===== config.mk =====
export PLATFORM = sky130hd
export DESIGN_NAME = usbfs_in_packetizer
export DESIGN_NICKNAME = d
export VERILOG_FILES = /design/src/rtl/usbfs_in_packetizer_pkg.sv /design/src/rtl/usbfs_in_packetizer_buf.sv /design/src/rtl/usbfs_in_packetizer.sv
export SDC_FILE = /design/constraint.sdc
export NUM_CORES = 1
export LEC_CHECK = 0
export CORE_MARGIN = 2
export CORE_UTILIZATION = 34
export DETAILED_ROUTE_END_ITERATION = 8
export PLACE_DENSITY = 0.75
export RECOVER_POWER = 100
export SLEW_MARGIN = 20
export SYNTH_ARGS = -nofsm -noshare
export SYNTH_HDL_FRONTEND = slang
export SYNTH_HIERARCHICAL = 1
export SYNTH_SLANG_ARGS = --single-unit
export TNS_END_PERCENT = 5

===== constraint.sdc =====
create_clock -name i_clk_12MHz -period 3 [get_ports i_clk_12MHz]
set_input_delay 0.45 -clock i_clk_12MHz [delete_from_list [all_inputs] [get_ports i_clk_12MHz]]
set_output_delay 0.45 -clock i_clk_12MHz [all_outputs]
set_load 0.05 [all_outputs]

===== src/rtl/usbfs_in_packetizer_pkg.sv =====
// Shared constants and state encoding for the full-speed IN endpoint packetizer.
// PID values are the 4-bit USB PID codes handed to the packet transmitter.
package usbfs_in_packetizer_pkg;
   localparam logic [3:0] PID_DATA_DATA0    = 4'b0011;
   localparam logic [3:0] PID_DATA_DATA1    = 4'b1011;
   localparam logic [3:0] PID_HANDSHAKE_NAK = 4'b1010;

   typedef enum logic [2:0] {
      ST_FILL,
      ST_SEND,
      ST_WAIT_EOP,
      ST_WAIT_ACK,
      ST_HOLD
   } state_t;

   function automatic logic [3:0] data_pid(input logic toggle);
      return toggle ? PID_DATA_DATA1 : PID_DATA_DATA0;
   endfunction
endpackage


===== src/rtl/usbfs_in_packetizer_buf.sv =====
// Byte-write payload buffer with fill count; bytes land at index count.
// Shared shape for IN and OUT endpoints: the caller owns when to write and clear.
module usbfs_in_packetizer_buf
   import usbfs_in_packetizer_pkg::*;
#(
   parameter int MAX_PKT = 8
) (
   input  logic                       i_clk,
   input  logic                       i_rst_n,
   input  logic                       i_wr,
   input  logic                       i_clr,
   input  logic [7:0]                 i_byte,
   output logic [8*MAX_PKT-1:0]       o_data,
   output logic [$clog2(MAX_PKT):0]   o_count
);
   localparam int CW = $clog2(MAX_PKT) + 1;

   logic [MAX_PKT-1:0][7:0] r_mem;
   logic [CW-1:0]           r_count;

   always_ff @(posedge i_clk or negedge i_rst_n) begin
      if (!i_rst_n)   r_count <= '0;
      else if (i_clr) r_count <= '0;
      else if (i_wr)  r_count <= r_count + 1'b1;
   end

   // Payload storage carries no reset; contents are only meaningful below count.
   always_ff @(posedge i_clk) begin
      if (i_wr && !i_clr) r_mem[r_count[CW-2:0]] <= i_byte;
   end

   assign o_data  = r_mem;
   assign o_count = r_count;

   a_count_max: assert property (@(posedge i_clk) disable iff (!i_rst_n)
      r_count <= CW'(MAX_PKT));
endmodule


===== src/rtl/usbfs_in_packetizer.sv =====
// IN endpoint packetizer: fills a payload, answers IN with DATAx/NAK, retains it until ACK.
// Define USBFS_IN_PACKETIZER_STATS_EN to build the NAK/retry counters.
module usbfs_in_packetizer
   import usbfs_in_packetizer_pkg::*;
#(
   parameter int MAX_PKT = 8
) (
   input  logic                       i_clk_12MHz,
   input  logic                       i_rst_n,
   input  logic                       i_byte_valid,
   output logic                       o_byte_ready,
   input  logic [7:0]                 i_byte,
   input  logic                       i_flush,
   input  logic                       i_inToken,
   input  logic                       i_ack,
   input  logic                       i_ackTimeout,
   input  logic                       i_toggleClr,
   output logic                       o_txValid,
   input  logic                       i_txReady,
   output logic [3:0]                 o_txPid,
   output logic [8*MAX_PKT-1:0]       o_txData,
   output logic [$clog2(MAX_PKT):0]   o_txData_nBytes,
   input  logic                       i_txEopDone,
   output logic                       o_toggle,
   output logic [15:0]                o_nakCount,
   output logic [15:0]                o_retryCount
);
   localparam int CW = $clog2(MAX_PKT) + 1;

   state_t        r_state,  w_stateNx;
   logic          r_toggle, w_toggleNx;
   logic          r_flushPend, w_flushNx;
   logic          r_clrPend, w_clrPendNx;
   logic          r_txValid, w_validNx;
   logic [3:0]    r_txPid, w_pidNx;
   logic [CW-1:0] r_nBytes, w_nBytesNx;
   logic          r_isNak, w_isNakNx;
   logic          w_bufClr;
   logic          w_accept;
   logic [CW-1:0] w_count;
   logic [CW-1:0] w_cntNx;

   assign o_byte_ready = (r_state == ST_FILL) && (w_count < CW'(MAX_PKT)) && !r_flushPend;
   assign w_accept     = i_byte_valid && o_byte_ready;
   // A byte accepted in the token cycle still belongs to the answered payload.
   assign w_cntNx      = w_count + CW'(w_accept);

   usbfs_in_packetizer_buf #(.MAX_PKT(MAX_PKT)) u_buf (
      .i_clk   (i_clk_12MHz),
      .i_rst_n (i_rst_n),
      .i_wr    (w_accept),
      .i_clr   (w_bufClr),
      .i_byte  (i_byte),
      .o_data  (o_txData),
      .o_count (w_count)
   );

   always_ff @(posedge i_clk_12MHz or negedge i_rst_n) begin
      if (!i_rst_n) begin
         r_state     <= ST_FILL;
         r_toggle    <= 1'b0;
         r_flushPend <= 1'b0;
         r_clrPend   <= 1'b0;
         r_txValid   <= 1'b0;
         r_txPid     <= '0;
         r_nBytes    <= '0;
         r_isNak     <= 1'b0;
      end else begin
         r_state     <= w_stateNx;
         r_toggle    <= w_toggleNx;
         r_flushPend <= w_flushNx;
         r_clrPend   <= w_clrPendNx;
         r_txValid   <= w_validNx;
         r_txPid     <= w_pidNx;
         r_nBytes    <= w_nBytesNx;
         r_isNak     <= w_isNakNx;
      end
   end

   always_comb begin
      w_stateNx   = r_state;
      w_toggleNx  = r_toggle;
      w_flushNx   = r_flushPend;
      w_clrPendNx = r_clrPend;
      w_validNx   = r_txValid;
      w_pidNx     = r_txPid;
      w_nBytesNx  = r_nBytes;
      w_isNakNx   = r_isNak;
      w_bufClr    = 1'b0;
      case (r_state)
         ST_FILL: begin
            if (i_toggleClr) begin
               w_toggleNx = 1'b0;
               w_flushNx  = 1'b0;
               w_bufClr   = 1'b1;
            end else begin
               if (i_flush) w_flushNx = 1'b1;
               if (i_inToken) begin
                  w_stateNx = ST_SEND;
                  w_validNx = 1'b1;
                  if (w_cntNx == CW'(MAX_PKT) || r_flushPend || i_flush) begin
                     w_pidNx    = data_pid(r_toggle);
                     w_nBytesNx = w_cntNx;
                     w_isNakNx  = 1'b0;
                  end else begin
                     w_pidNx    = PID_HANDSHAKE_NAK;
                     w_nBytesNx = '0;
                     w_isNakNx  = 1'b1;
                  end
               end
            end
         end
         ST_SEND: begin
            if (i_toggleClr) w_clrPendNx = 1'b1;
            if (r_txValid && i_txReady) begin
               w_validNx = 1'b0;
               w_stateNx = ST_WAIT_EOP;
            end
         end
         ST_WAIT_EOP: begin
            if (i_txEopDone) begin
               // A clear that arrived mid-packet takes effect once the packet is on the wire.
               if (r_clrPend || i_toggleClr) begin
                  w_stateNx   = ST_FILL;
                  w_toggleNx  = 1'b0;
                  w_flushNx   = 1'b0;
                  w_clrPendNx = 1'b0;
                  w_bufClr    = 1'b1;
               end else begin
                  w_stateNx = r_isNak ? ST_FILL : ST_WAIT_ACK;
               end
            end else if (i_toggleClr) begin
               w_clrPendNx = 1'b1;
            end
         end
         ST_WAIT_ACK: begin
            if (i_toggleClr) begin
               w_stateNx  = ST_FILL;
               w_toggleNx = 1'b0;
               w_flushNx  = 1'b0;
               w_bufClr   = 1'b1;
            end else if (i_ack) begin
               w_stateNx  = ST_FILL;
               w_toggleNx = !r_toggle;
               w_flushNx  = 1'b0;
               w_bufClr   = 1'b1;
            end else if (i_ackTimeout) begin
               w_stateNx = ST_HOLD;
            end
         end
         ST_HOLD: begin
            if (i_toggleClr) begin
               w_stateNx  = ST_FILL;
               w_toggleNx = 1'b0;
               w_flushNx  = 1'b0;
               w_bufClr   = 1'b1;
            end else if (i_inToken) begin
               w_stateNx = ST_SEND;
               w_validNx = 1'b1;
            end
         end
         default: w_stateNx = ST_FILL;
      endcase
   end

   assign o_txValid       = r_txValid;
   assign o_txPid         = r_txPid;
   assign o_txData_nBytes = r_nBytes;
   assign o_toggle        = r_toggle;

`ifdef USBFS_IN_PACKETIZER_STATS_EN
   logic [15:0] r_nakCount;
   logic [15:0] r_retryCount;
   logic        w_nakSent;
   logic        w_retry;

   assign w_nakSent = r_txValid && i_txReady && r_isNak;
   assign w_retry   = (r_state == ST_HOLD) && i_inToken && !i_toggleClr;

   always_ff @(posedge i_clk_12MHz or negedge i_rst_n) begin
      if (!i_rst_n) begin
         r_nakCount   <= '0;
         r_retryCount <= '0;
      end else begin
         if (w_nakSent && r_nakCount != 16'hFFFF)   r_nakCount   <= r_nakCount + 16'd1;
         if (w_retry && r_retryCount != 16'hFFFF)   r_retryCount <= r_retryCount + 16'd1;
      end
   end

   assign o_nakCount   = r_nakCount;
   assign o_retryCount = r_retryCount;
`else
   assign o_nakCount   = 16'd0;
   assign o_retryCount = 16'd0;
`endif
endmodule


==> summary.txt <==
Status
  • Status: finished, final reports clean

Yosys
  • Yosys cell types: 43
  • Main synth FF type: edfxtp_1
  • Post-synth EDFFs: 64
  • Sequential area share after synthesis: 72.0%
  • Yosys reg bits: 83
  • Mapped Cells: 233
  • Syn Std Cell Area: 3330 um2
  • Syn_area_per_cell: 14.3 um2
  • Syn. warnings: 6
  • Async SR Flop Fraction: 22.9%

Timing
  • Final Cycle Share: 93.5%
  • RSZ-0062 raised after global routing: false
  • Sum of negative setup slack: 0 ns
  • Hold WS: 0.468 ns
  • Max-slew violations: 0
  • Final setup margin: 0.194 ns
  • Final Critical Period: 2.81 ns
  • Fmax: 0.356 GHz
  • Setup Viol. Count Final: 0
  • Final Hold Fails: 0
  • Fin Clk Skew: 0.0143 ns
  • Slew of the pin with the lowest slew margin: 0.910 ns
  • Slew headroom: 39.1%

Clock network
  • TritonCTS clock tree: yes
  • Hold_buf cts: 0
  • CTS sink count: 83
  • Clock buffer count from CTS: 9
  • Post-CTS Resized: 0
  • Setup Fix Bufs, Post-CTS: 0
  • CTS Root Buffer Type: clkbuf_8
  • H-Tree Depth: 3
  • Clk pin slew, worst setup/hold paths: 0.09 ns
  • Worst skew pair latency: 0.34 ns
  • Max clock buf depth: 2

Routing
  • Drt total wl: 7.05 mm
  • Antenna-violating nets left: 0
  • Vias/cell: 4.46
  • Post-route DRC: 0
  • DRT iter0 DRCs: 77
  • Vias: 2121
  • Routed len/inst: 14.8 um
  • First-pass detailed-route iteration total: 4

Worst setup path
  • Crit path capture type: primary output
  • Crit path max fanout: 12
  • Required time worst endpoint: 2.55 ns
  • Worst Setup Path Type: reg2out
  • Type of origin of the critical path: register
  • Arr. time, crit path: 2.36 ns

Floorplanning
  • Die Footprint: 10600 um2
  • Horiz. Die Dim: 103 um
  • Initial Util: 34.6%
  • Row count: 36
  • Core region area: 9640 um2
  • Die height: 103 um
  • Ports: 125

Global routing
  • First-pass GRT wire length: 10.5 mm
  • Largest net degree at the start of global routing: 21
  • Initial antenna violation count: 0
  • Vias in the first global route: 1984
  • Total Routing Usage GR: 13.3%
  • Grt total ovfl: 0

Power
  • P_leak: 0.00167 uW
  • Total power: 3170 uW
  • Power per cell area: 707 nW/um2
  • Worst VDD drop: 0.541 mV

Finish
  • Most frequent cells in the layout: dlygate4sd3_1, edfxtp_1, conb_1
  • Multi-input logic area: 763 um2
  • Nets: 359
  • Diodes inserted: 0
  • Storage element area: 2400 um2
  • Most common cell after layout, fill and taps aside: dlygate4sd3_1
  • Layout cells sized above 1: 8.75%
  • Layout area overhead: 34.6%
  • Fill cells: 882

Placed design
  • DP Wirelength: 5.17 mm
  • Port bufs: 91
  • Pre-CTS setup slack: 0.489 ns
  • GP Congestion: 0.895

Flow run
  • Max capacitance violation total: 0

Worst hold path
  • Worst Hold Class: reg2reg
-- report_power, final --
part	internal, uW	total, uW	switching (uW)
combinational	302	945	643
clock	308	717	409
sequential	1360	1510	143
-- area by class of cell --
cell class	count	share of cell area, %
inverter	3	0.251
clock buffer	10	2.85
clock inverter	6	1.09
multi-input combinational	140	17.0
tap	133	3.71
timing repair buffer	101	21.6
sequential	83	53.5
-- metal layers --
metal | vias up | GRT usage (%) | part of all wire [%]
met4 | 0 | 4.45 | 1.0
li1 | 989 | - | -
met3 | 6 | 3.93 | 10
met2 | 126 | 21.8 | 46
met1 | 1000 | 17.0 | 43
met5 | - | 0 | 0
-- path summary, 6_finish.rpt --
path / startpoint / end / slack [ns] / depth (start not counted)
min: o_txPid[1]$_DFFE_PN0P_ / o_txPid[1]$_DFFE_PN0P_ / 0.47 / 1
min reg2reg: o_txPid[1]$_DFFE_PN0P_ / o_txPid[1]$_DFFE_PN0P_ / 0.47 / 1
min in group asynchronous: i_rst_n / o_txData_nBytes[0]$_DFFE_PN0P_ / 0.68 / 1
max: r_state[2]$_DFFE_PN0P_ / o_byte_ready / 0.19 / 3
max reg2reg: r_state[2]$_DFFE_PN0P_ / u_buf/o_data[25]$_DFFE_PP_ / 0.25 / 7
max in group asynchronous: i_rst_n / u_buf/o_count[0]$_DFFE_PN0P_ / 1.75 / 1
-- Yosys cell counts, types with 2 or more instances --
cell type / number / area [um2]
nand3_1: 3 / 15.0
clkbuf_1: 2 / 7.51
buf_2: 2 / 10.0
nand2b_1: 2 / 12.5
nor2b_1: 4 / 25.0
nor3_1: 3 / 15.0
a21oi_1: 9 / 45.0
o211ai_1: 2 / 15.0
edfxtp_1: 64 / 1920
inv_1: 3 / 11.3
dfrtp_1: 19 / 475
o31ai_1: 2 / 15.0
nor2_1: 24 / 90.1
mux2_2: 2 / 22.5
buf_4: 34 / 255
nand2_1: 14 / 52.6
nor4b_1: 2 / 17.5
xnor2_1: 2 / 17.5
nand3b_1: 3 / 22.5
a22oi_1: 2 / 15.0
ha_1: 3 / 37.5
o21ai_0: 10 / 50.1
nor4_1: 2 / 12.5
-- worst max-delay path, stage by stage, from the launching register on --
cell and delay [ns]:
dfrtp_1 0.52, nor2_1 0.30, nor4b_4 0.27, dlygate4sd3_1 0.93
-- flip-flops by register name (all words and copies together) (netlist names) --
signal and cells:
o_txPid 3, r_clrPend 1, u_buf/o_count 4, r_isNak 1
o_toggle 1, o_txData_nBytes 4, r_flushPend 1, o_txValid 1
r_state 3, u_buf/o_data 64
-- cell families (layout without fill, tap and decap cells) --
kind of cell | Yosys count | count (layout) | synth area share, %
other cells | 1 | 33 | 0.113
simple gates | 66 | 66 | 10.1
compound gates | 32 | 32 | 6.09
buf+inv | 42 | 120 | 8.87
xor+xnor | 3 | 3 | 0.789
fa+ha+maj | 3 | 3 | 1.13
mux | 3 | 3 | 0.977
flops | 83 | 83 | 72.0
-- metrics by stage --
step | cells | util, % | area, um2
detailed placement | 460 | 45.0 | 4330
CTS | 476 | 46.8 | 4510
global placement | 460 | 45.0 | 4330
finish | 476 | 46.5 | 4480
floorplan | 265 | - | 3470
global route | 476 | 46.5 | 4480
Note: power is estimated with default switching activity, not from simulation.
